--- config.mk ---
export PLATFORM = sky130hd
export DESIGN_NAME = vce2_agu_mc
export DESIGN_NICKNAME = d
export VERILOG_FILES = /design/src/rtl/vce2_agu_mc.sv
export SDC_FILE = /design/constraint.sdc
export NUM_CORES = 1
export LEC_CHECK = 0
export ABC_CLOCK_PERIOD_IN_PS = 6600
export CORE_MARGIN = 4
export CORE_UTILIZATION = 55
export CTS_CLUSTER_SIZE = 40
export DETAILED_ROUTE_END_ITERATION = 10
export PLACE_DENSITY = 0.83
export SLEW_MARGIN = 20
export SYNTH_ARGS = -nofsm -noshare
export SYNTH_HDL_FRONTEND = slang
export SYNTH_SLANG_ARGS = --single-unit
--- constraint.sdc ---
create_clock -name clk_i -period 6.6 [get_ports clk_i]
set_input_delay 1.32 -clock clk_i [delete_from_list [all_inputs] [get_ports clk_i]]
set_output_delay 1.32 -clock clk_i [all_outputs]
set_load 0.01 [all_outputs]
--- src/rtl/vce2_agu_mc.sv ---
// Multi-channel strided address generation unit: loads one base/stride per operand
// channel, then streams byte addresses per channel. Optional wrap flags: VCE2_AGU_OVF_EN.
module vce2_agu_mc #(
  parameter  int AddrWidth   = 32,
  parameter  int NumOps      = 3,
  parameter  int StrideWidth = 12,
  parameter  int MaxVl       = 64,
  localparam int VlW         = $clog2(MaxVl + 1),
  localparam int OpW         = (NumOps > 1) ? $clog2(NumOps) : 1
) (
  input  logic                   clk_i,
  input  logic                   rst_ni,
  input  logic                   start_i,
  input  logic [VlW-1:0]         vl_i,
  input  logic                   abort_i,
  input  logic                   base_valid_i,
  output logic                   base_ready_o,
  input  logic [AddrWidth-3:0]   base_addr_i,
  input  logic [StrideWidth-1:0] stride_i,
  output logic [OpW-1:0]         rf_port_sel_o,
  input  logic [OpW-1:0]         op_sel_i,
  input  logic                   req_i,
  output logic [AddrWidth-1:0]   addr_o,
  output logic                   addr_valid_o,
  output logic                   last_o,
  output logic                   busy_o,
  output logic                   done_o,
  output logic [NumOps-1:0]      ovf_o
);

  localparam int CntW = AddrWidth - 2;
  localparam logic [OpW:0] NumOpsW = (OpW + 1)'(NumOps);

  typedef enum logic [1:0] {StIdle, StLoad, StRun} state_e;

  state_e                 state_q, state_d;
  logic [CntW-1:0]        cnt_q [NumOps];
  logic [StrideWidth-1:0] str_q [NumOps];
  logic [VlW-1:0]         rem_q [NumOps];
  logic [VlW-1:0]         vl_q, vl_sat;
  logic [OpW-1:0]         k_q, sel_idx;
  logic                   done_q, done_d;
  logic                   start_acc, load_hs, adv;
  logic                   sel_ok, in_run, all_empty;
  logic [CntW-1:0]        str_ext, cnt_nxt;

  assign vl_sat  = (vl_i > VlW'(MaxVl)) ? VlW'(MaxVl) : vl_i;
  assign in_run  = (state_q == StRun);
  assign sel_ok  = ({1'b0, op_sel_i} < NumOpsW);
  // Out-of-range selects are redirected to channel 0 and then masked off.
  assign sel_idx = sel_ok ? op_sel_i : '0;
  assign str_ext = CntW'($signed(str_q[sel_idx]));

  always_comb begin
    all_empty = 1'b1;
    for (int i = 0; i < NumOps; i++) begin
      if (rem_q[i] != '0) all_empty = 1'b0;
    end
  end

  // NOTE: every combinational output gets a default first so no path infers a latch.
  always_comb begin
    state_d   = state_q;
    done_d    = 1'b0;
    start_acc = 1'b0;
    load_hs   = 1'b0;
    adv       = 1'b0;
    unique case (state_q)
      StIdle: begin
        if (start_i) begin
          start_acc = 1'b1;
          if (vl_sat != '0) state_d = StLoad;
          else              done_d  = 1'b1;
        end
      end
      StLoad: begin
        if (base_valid_i) begin
          load_hs = 1'b1;
          if (k_q == OpW'(NumOps - 1)) state_d = StRun;
        end
      end
      StRun: begin
        if (all_empty) begin
          state_d = StIdle;
          done_d  = 1'b1;
        end else begin
          adv = req_i & addr_valid_o;
        end
      end
      default: state_d = StIdle;
    endcase
    // Abort wins over everything and leaves the channel registers untouched.
    if (abort_i) begin
      state_d   = StIdle;
      done_d    = 1'b0;
      start_acc = 1'b0;
      load_hs   = 1'b0;
      adv       = 1'b0;
    end
  end

  always_ff @(posedge clk_i or negedge rst_ni) begin
    if (!rst_ni) begin
      state_q <= StIdle;
      done_q  <= 1'b0;
      vl_q    <= '0;
      k_q     <= '0;
    end else begin
      state_q <= state_d;
      done_q  <= done_d;
      if (start_acc) begin
        vl_q <= vl_sat;
        k_q  <= '0;
      end else if (load_hs) begin
        k_q <= k_q + 1'b1;
      end
    end
  end

  // NOTE: the per-channel arrays are small flop banks with defined reset values,
  // so they are reset like any other state rather than treated as a RAM.
  always_ff @(posedge clk_i or negedge rst_ni) begin
    if (!rst_ni) begin
      for (int i = 0; i < NumOps; i++) begin
        cnt_q[i] <= '0;
        str_q[i] <= '0;
        rem_q[i] <= '0;
      end
    end else if (load_hs) begin
      cnt_q[k_q] <= base_addr_i;
      str_q[k_q] <= stride_i;
      rem_q[k_q] <= vl_q;
    end else if (adv) begin
      cnt_q[sel_idx] <= cnt_nxt;
      rem_q[sel_idx] <= rem_q[sel_idx] - 1'b1;
    end
  end

`ifdef VCE2_AGU_OVF_EN
  logic [CntW:0]     sum;
  logic              wrap;
  logic [NumOps-1:0] ovf_q;

  assign sum     = {1'b0, cnt_q[sel_idx]} + {1'b0, str_ext};
  assign cnt_nxt = sum[CntW-1:0];
  // Adding a negative stride borrows exactly when the two's-complement add does not carry.
  assign wrap    = str_q[sel_idx][StrideWidth-1] ? ~sum[CntW] : sum[CntW];

  always_ff @(posedge clk_i or negedge rst_ni) begin
    if (!rst_ni)            ovf_q          <= '0;
    else if (start_acc)     ovf_q          <= '0;
    else if (adv && wrap)   ovf_q[sel_idx] <= 1'b1;
  end

  assign ovf_o = ovf_q;
`else
  assign cnt_nxt = cnt_q[sel_idx] + str_ext;
  assign ovf_o   = '0;
`endif

  assign base_ready_o  = (state_q == StLoad);
  assign rf_port_sel_o = (state_q == StLoad) ? k_q : '0;
  assign busy_o        = (state_q != StIdle);
  assign done_o        = done_q;
  assign addr_valid_o  = in_run && sel_ok && (rem_q[sel_idx] != '0);
  assign last_o        = in_run && sel_ok && (rem_q[sel_idx] == VlW'(1));
  assign addr_o        = (in_run && sel_ok) ? {cnt_q[sel_idx], 2'b00} : '0;

endmodule

==> impl_metrics.ini, run 1 <==
[final_layout]
nets = 1246
drive_above_1_share_pct = 10.6
area_growth_pct = 16.6
fillers = 1368
n_antenna_cell = 0
design_area_um2 = 11600

[power_and_ir_drop]
p_comb_share_pct = 45.5
powerDensity_nw_per_um2 = 416
swShare_pct = 41.0
clockPowerShare_pct = 20.8
p_sw_mw = 1.98
p_seq_share_pct = 33.6
leakagePower_nw = 5.06
ir_worst_vdd_v = 0.000252
cell_internal_pwr_mw = 2.85

[run_status]
status = complete, no violations

[synth]
ys_seq_area_share_pct = 40.0
synth_cell_types = 76
synthArstFlopShare_pct = 100
syn-instance-count = 1089
syn_area_um2 = 9940
ys.warnings.count = 0
synth_edf_count = 0
syn_avg_cell_area_um2 = 9.12
synth_ff_type = dfrtp_1
synth-seq-cells = 159

[cts]
cts_hold_buf = 0
root_buffer = clkbuf_16
clk_pin_slew_ns = 0.06
numCtsBuffers = 17
clock_latency_ns = 0.43
htree_levels = 4
clk_path_buf_depth = 2
cts-resized-gates = 0
clock-sinks = 159
tritoncts = yes
post_cts_buffers = 0

[sta]
timing.fmax_ghz = 0.168
setup_viol = 0
fin_setup_tns_ns = 0
finalHoldViolations = 0
worst_pin_slew_ns = 1.15
min_period_ns = 5.94
finClkSkew_ns = 0.0103
timing.slew.headroom_pct = 23.1
timing.final.crit_share_pct = 90.0
rsz0062_at_grt = no
final_max_slew_viol_count = 0

[floorplan]
die_width_um = 142
rows = 48
start_util_pct = 56.9
die_area_um2 = 20300
die_h_um = 142
pin_count = 99
core_area_um2 = 17500

[grt]
antenna_found_initial = 0
grt_overflow = 0
grt_pass1_vias = 9004
grt_pass1_wl_um = 47200
grt_max_degree = 99
grtUsageTotal_pct = 29.2

[setup_path]
cp_max_fo = 23
end_kind = output port
critPathArrivalTime_ns = 4.62
cp_slowest_cell = clkdlybuf4s50_1
cpPeakStageDelay_ns = 0.67
cp_common_cell = clkdlybuf4s50_1
path_cells = clkdlybuf4s50_1 > inv_1 > ha_2 > nor2b_4 > o2bb2ai_1 > nor4_2 > a31oi_1 > clkdlybuf4s50_1
cp_top_family = buffers and inverters
path_buf_inv = 3
required_ns = 5.28
crit_type = input port to output port
crit_path_start_kind = input port

[routing]
vias_per_cell = 6.44
dr.pass1.iters = 6
vias = 8943
wl_per_cell_um = 21.0
final_antenna_net_count = 0
drt-initial-drc-count = 1040
routed_wirelength_um = 29200
drcViolationCount = 0

[placed_design]
globalplace.congestion = 0.991
place_area_um2 = 11000
portBuffers = 93
dp_hpwl_um = 19300

[flow_run]
cap_violations = 0

[hold_path]
hp-class = flop to flop
-- per-layer routing --
metal	GRT usage (%)	part of all wire [%]
met1	38.3	41
met3	6.55	9.0
met2	46.7	47
met5	0	0
met4	13.1	3.5
-- per-stage QoR --
stage | hold WS, ns | total power [mW] | cells | setup slack (ns) | utilization (%)
after floorplan | 0.450 | 3.21 | 1093 | 1.13 | -
after global placement | 0.467 | 3.69 | 1357 | 0.707 | 62.9
after detailed placement | 0.475 | 3.76 | 1357 | 0.538 | 62.9
after CTS | 0.489 | 4.79 | 1389 | 0.753 | 66.3
after global routing | 0.511 | 5.17 | 1389 | 0.555 | 66.3
final | 0.484 | 4.82 | 1389 | 0.661 | 66.3
-- cell families (layout without fill, tap and decap cells) --
group / Yosys count / count (layout) / share of synthesized area (%)
simple gates: 309 / 309 / 14.3
fa+ha+maj: 38 / 38 / 4.86
compound gates: 367 / 367 / 24.1
xor+xnor: 32 / 32 / 3.03
flops: 159 / 159 / 40.0
other cells: 1 / 5 / 0.0377
buf+inv: 97 / 168 / 4.48
mux: 86 / 86 / 9.12
-- final cells by class --
cell class | instances | area [µm²] | area share [%]
multi-input cells | 837 | 5550 | 47.9
inverters | 22 | 82.6 | 0.713
clock inverters | 14 | 154 | 1.33
repair buffers | 114 | 1100 | 9.51
clock buffers | 18 | 439 | 3.79
well taps | 225 | 282 | 2.43
flip-flops and latches | 159 | 3980 | 34.3
-- power groups by stage --
stage | Sequential, mW | Clock, mW | Combinational (mW)
5_1_grt | 1.66 | 1.05 | 2.45
6_report | 1.62 | 1.01 | 2.20
2_1_floorplan | 1.54 | 0 | 1.66
3_5_place_dp | 1.62 | 0 | 2.14
3_3_place_gp | 1.61 | 0 | 2.08
4_1_cts | 1.61 | 1.01 | 2.17
-- worst paths after layout --
kind,start,to,slack [ns],depth (start not counted)
hold / removal,cnt_q[80],cnt_q[80],0.48,2
setup / recovery,op_sel_i[0],addr_valid_o,0.66,8
setup reg to reg,state_q[1],cnt_q[52],2.36,7
max in group asynchronous,rst_ni,cnt_q[24],4.30,2
hold reg to reg,cnt_q[80],cnt_q[80],0.48,2
min in group asynchronous,rst_ni,cnt_q[66],0.98,1
-- Yosys cell counts (all sizes together) (5+ instances only) --
| master | count | area share [%] |
|---|---|---|
| a211oi | 5 | 0.43 |
| a21o | 10 | 0.76 |
| a21oi | 50 | 2.6 |
| a22oi | 86 | 6.5 |
| a31o | 6 | 0.53 |
| and2 | 8 | 0.50 |
| and3 | 32 | 2.0 |
| buf | 34 | 2.1 |
| clkbuf | 41 | 1.5 |
| dfrtp | 159 | 40 |
| ha | 37 | 4.7 |
| inv | 22 | 0.83 |
| mux2 | 36 | 4.1 |
| mux2i | 50 | 5.0 |
| nand2 | 153 | 5.8 |
| nand2b | 12 | 0.76 |
| nor2 | 58 | 2.2 |
| nor2b | 10 | 0.71 |
| nor3 | 9 | 0.45 |
| nor4 | 7 | 0.50 |
| o21ai | 165 | 8.7 |
| o2bb2ai | 8 | 1.1 |
| xnor2 | 20 | 1.8 |
| xor2 | 11 | 0.97 |
-- worst reg2reg max path, stage by stage, from the launching register on --
cell	delay (ns)
dfrtp_1	1.11
nand2_1	0.65
a31oi_1	0.75
a31o_1	0.61
o21ai_4	0.37
buf_4	0.33
a22oi_1	0.16
o21ai_0	0.12
-- cells in the final DEF (no fill, tap or decap), types with 19 or more instances in the layout --
cell,instances
a21oi_1,49
a22oi_1,86
and3_1,29
buf_4,20
clkdlybuf4s50_1,92
dfrtp_1,159
ha_1,35
inv_1,21
mux2_2,36
mux2i_1,50
nand2_1,153
nor2_1,57
o21ai_0,67
o21ai_1,93
xnor2_1,19
-- state kept, by name (all words and copies together), names as in the netlist --
signal / cells
k_q: 2
rem_q: 21
str_q: 36
state_q: 2
done_o: 1
vl_q: 7
cnt_q: 90
Power figures use the tool's default switching activity.
==> inputs of run 2 (changes only) <==
- MAX_ROUTING_LAYER: unset -> met4
==> impl_metrics.ini, run 2 (synthesis results as in run 1) <==
[hold_path]
hp-class = flop to flop
hold_depth = 2
min_to = cnt_q[4]
min_from = cnt_q[4]

[sta]
finClkSkew_ns = 0.0122
timing.final.crit_share_pct = 88.1
finalHoldViolations = 0
holdWs_ns = 0.487
worst_pin_slew_ns = 1.11
setup_viol = 0
timing.final.ws_setup_ns = 0.786
fin_setup_tns_ns = 0
timing.fmax_ghz = 0.172
min_period_ns = 5.81
rsz0062_at_grt = no
final_max_slew_viol_count = 0
timing.slew.headroom_pct = 26.2

[cts]
cts_hold_buf = 0
htree_levels = 4
clk_path_buf_depth = 2
clock-sinks = 159
numCtsBuffers = 17
tritoncts = yes
root_buffer = clkbuf_16
cts-resized-gates = 0
clock_latency_ns = 0.44
clk_pin_slew_ns = 0.06
post_cts_buffers = 0

[final_layout]
final_cells = 1390
area_growth_pct = 16.6
top_regs = cnt_q x90, str_q x36, rem_q x21
largest_reg_flops = 90
drive_above_1_share_pct = 10.3
nets = 1248
largest-register = cnt_q
n_antenna_cell = 0
final_util_pct = 66.3
final_cell_mix = 159 x dfrtp_1, 153 x nand2_1, 93 x o21ai_1
final_common_cell = dfrtp_1
design_area_um2 = 11600

[grt]
grt_max_degree = 97
grt_overflow = 0
antenna_found_initial = 0
grt_pass1_wl_um = 47700
grtUsageTotal_pct = 30.8
grt_pass1_vias = 9112

[placed_design]
portBuffers = 93
dp_hpwl_um = 19700
placed_cells = 1359
place_area_um2 = 11000
globalplace.congestion = 0.945
pre_cts_ws_ns = 0.737

[setup_path]
crit_start = op_sel_i[0]
crit_type = input port to output port
crit_path_start_kind = input port
required_ns = 5.28
r2r-end = cnt_q[81]
end_kind = output port
rr_startpoint = state_q[1]
ff2ff_path_depth = 7
cp_max_fo = 17
ff2ff_setup_slack_ns = 2.38
critPathArrivalTime_ns = 4.49

[power_and_ir_drop]
p_seq_share_pct = 33.8
clockPowerShare_pct = 21.0
ir_worst_vdd_v = 0.000236
cell_internal_pwr_mw = 2.88
fin_total_pwr_mw = 4.84
swShare_pct = 40.5
p_sw_mw = 1.96
p_comb_share_pct = 45.2
leakagePower_nw = 5.05
powerDensity_nw_per_um2 = 418

[flow_run]
cap_violations = 0

[floorplan]
rows = 48
die_width_um = 142
die_h_um = 142
pin_count = 99
start_util_pct = 56.9
core_area_um2 = 17500
die_area_um2 = 20300

[run_status]
status = complete, no violations

[routing]
vias_per_cell = 6.49
drcViolationCount = 0
drt-initial-drc-count = 962
routed_wirelength_um = 29900
vias = 9022
dr.pass1.iters = 5
wl_per_cell_um = 21.5
final_antenna_net_count = 0
==> run 2: changes by cell type in the layout (fill, tap and decap cells not counted), sizes merged <==
cell / before / now
inv: 28 / 23
buf: 22 / 24
clkinvlp: 2 / 3
clkinv: 4 / 2
clkbuf: 18 / 22
bufinv: 2 / 3
==> run 2: worst max-delay path: stages <==
cell             delay [ns]
clkdlybuf4s50_1        0.47
inv_1                  0.11
ha_2                   0.53
buf_4                  0.35
nand2_1                0.10
o22a_1                 0.26
ha_1                   0.27
a31oi_1                0.42
clkdlybuf4s50_1        0.64
==> run 2: routing by layer <==
| metal | vias to the layer above | global-route usage [%] | share of wire (%) | routed length, µm |
|---|---|---|---|---|
| met1 | 4320 | 37.5 | 38 | 11300 |
| met3 | 125 | 5.98 | 9.3 | 2770 |
| met5 | - | - | 0 | 0 |
| met4 | 0 | 14.9 | 4.4 | 1310 |
| li1 | 4063 | - | - | - |
| met2 | 514 | 49.3 | 48 | 14500 |
==> run 2: worst max-delay path by stage <==
stage	end	slack, ns	depth (start not counted)
floorplan	cnt_q[24]	1.13	20
global placement	cnt_q[29]	0.84	15
detailed placement	cnt_q[59]	0.74	15
CTS	addr_valid_o	0.79	9
global route	addr_valid_o	0.66	9
finish	addr_valid_o	0.79	9
==> run 2: cell type report <==
class / count / area, µm²
Clock inverter: 9 / 135
Tap cell: 225 / 282
Sequential cell: 159 / 3980
Clock buffer: 22 / 454
Inverter: 22 / 82.6
Fill cell: 1376 / 5890
Multi-Input combinational cell: 837 / 5550
Timing Repair Buffer: 116 / 1100
==> run 2: power groups by stage <==
stage                     registers (mW)  logic (mW)  clock network (mW)
after detailed placement            1.63        2.14                   0
after floorplan                     1.54        1.66                   0
after CTS                           1.63        2.17                1.02
after global placement              1.62        2.07                   0
final                               1.64        2.19                1.01
after global routing                1.67        2.44                1.06
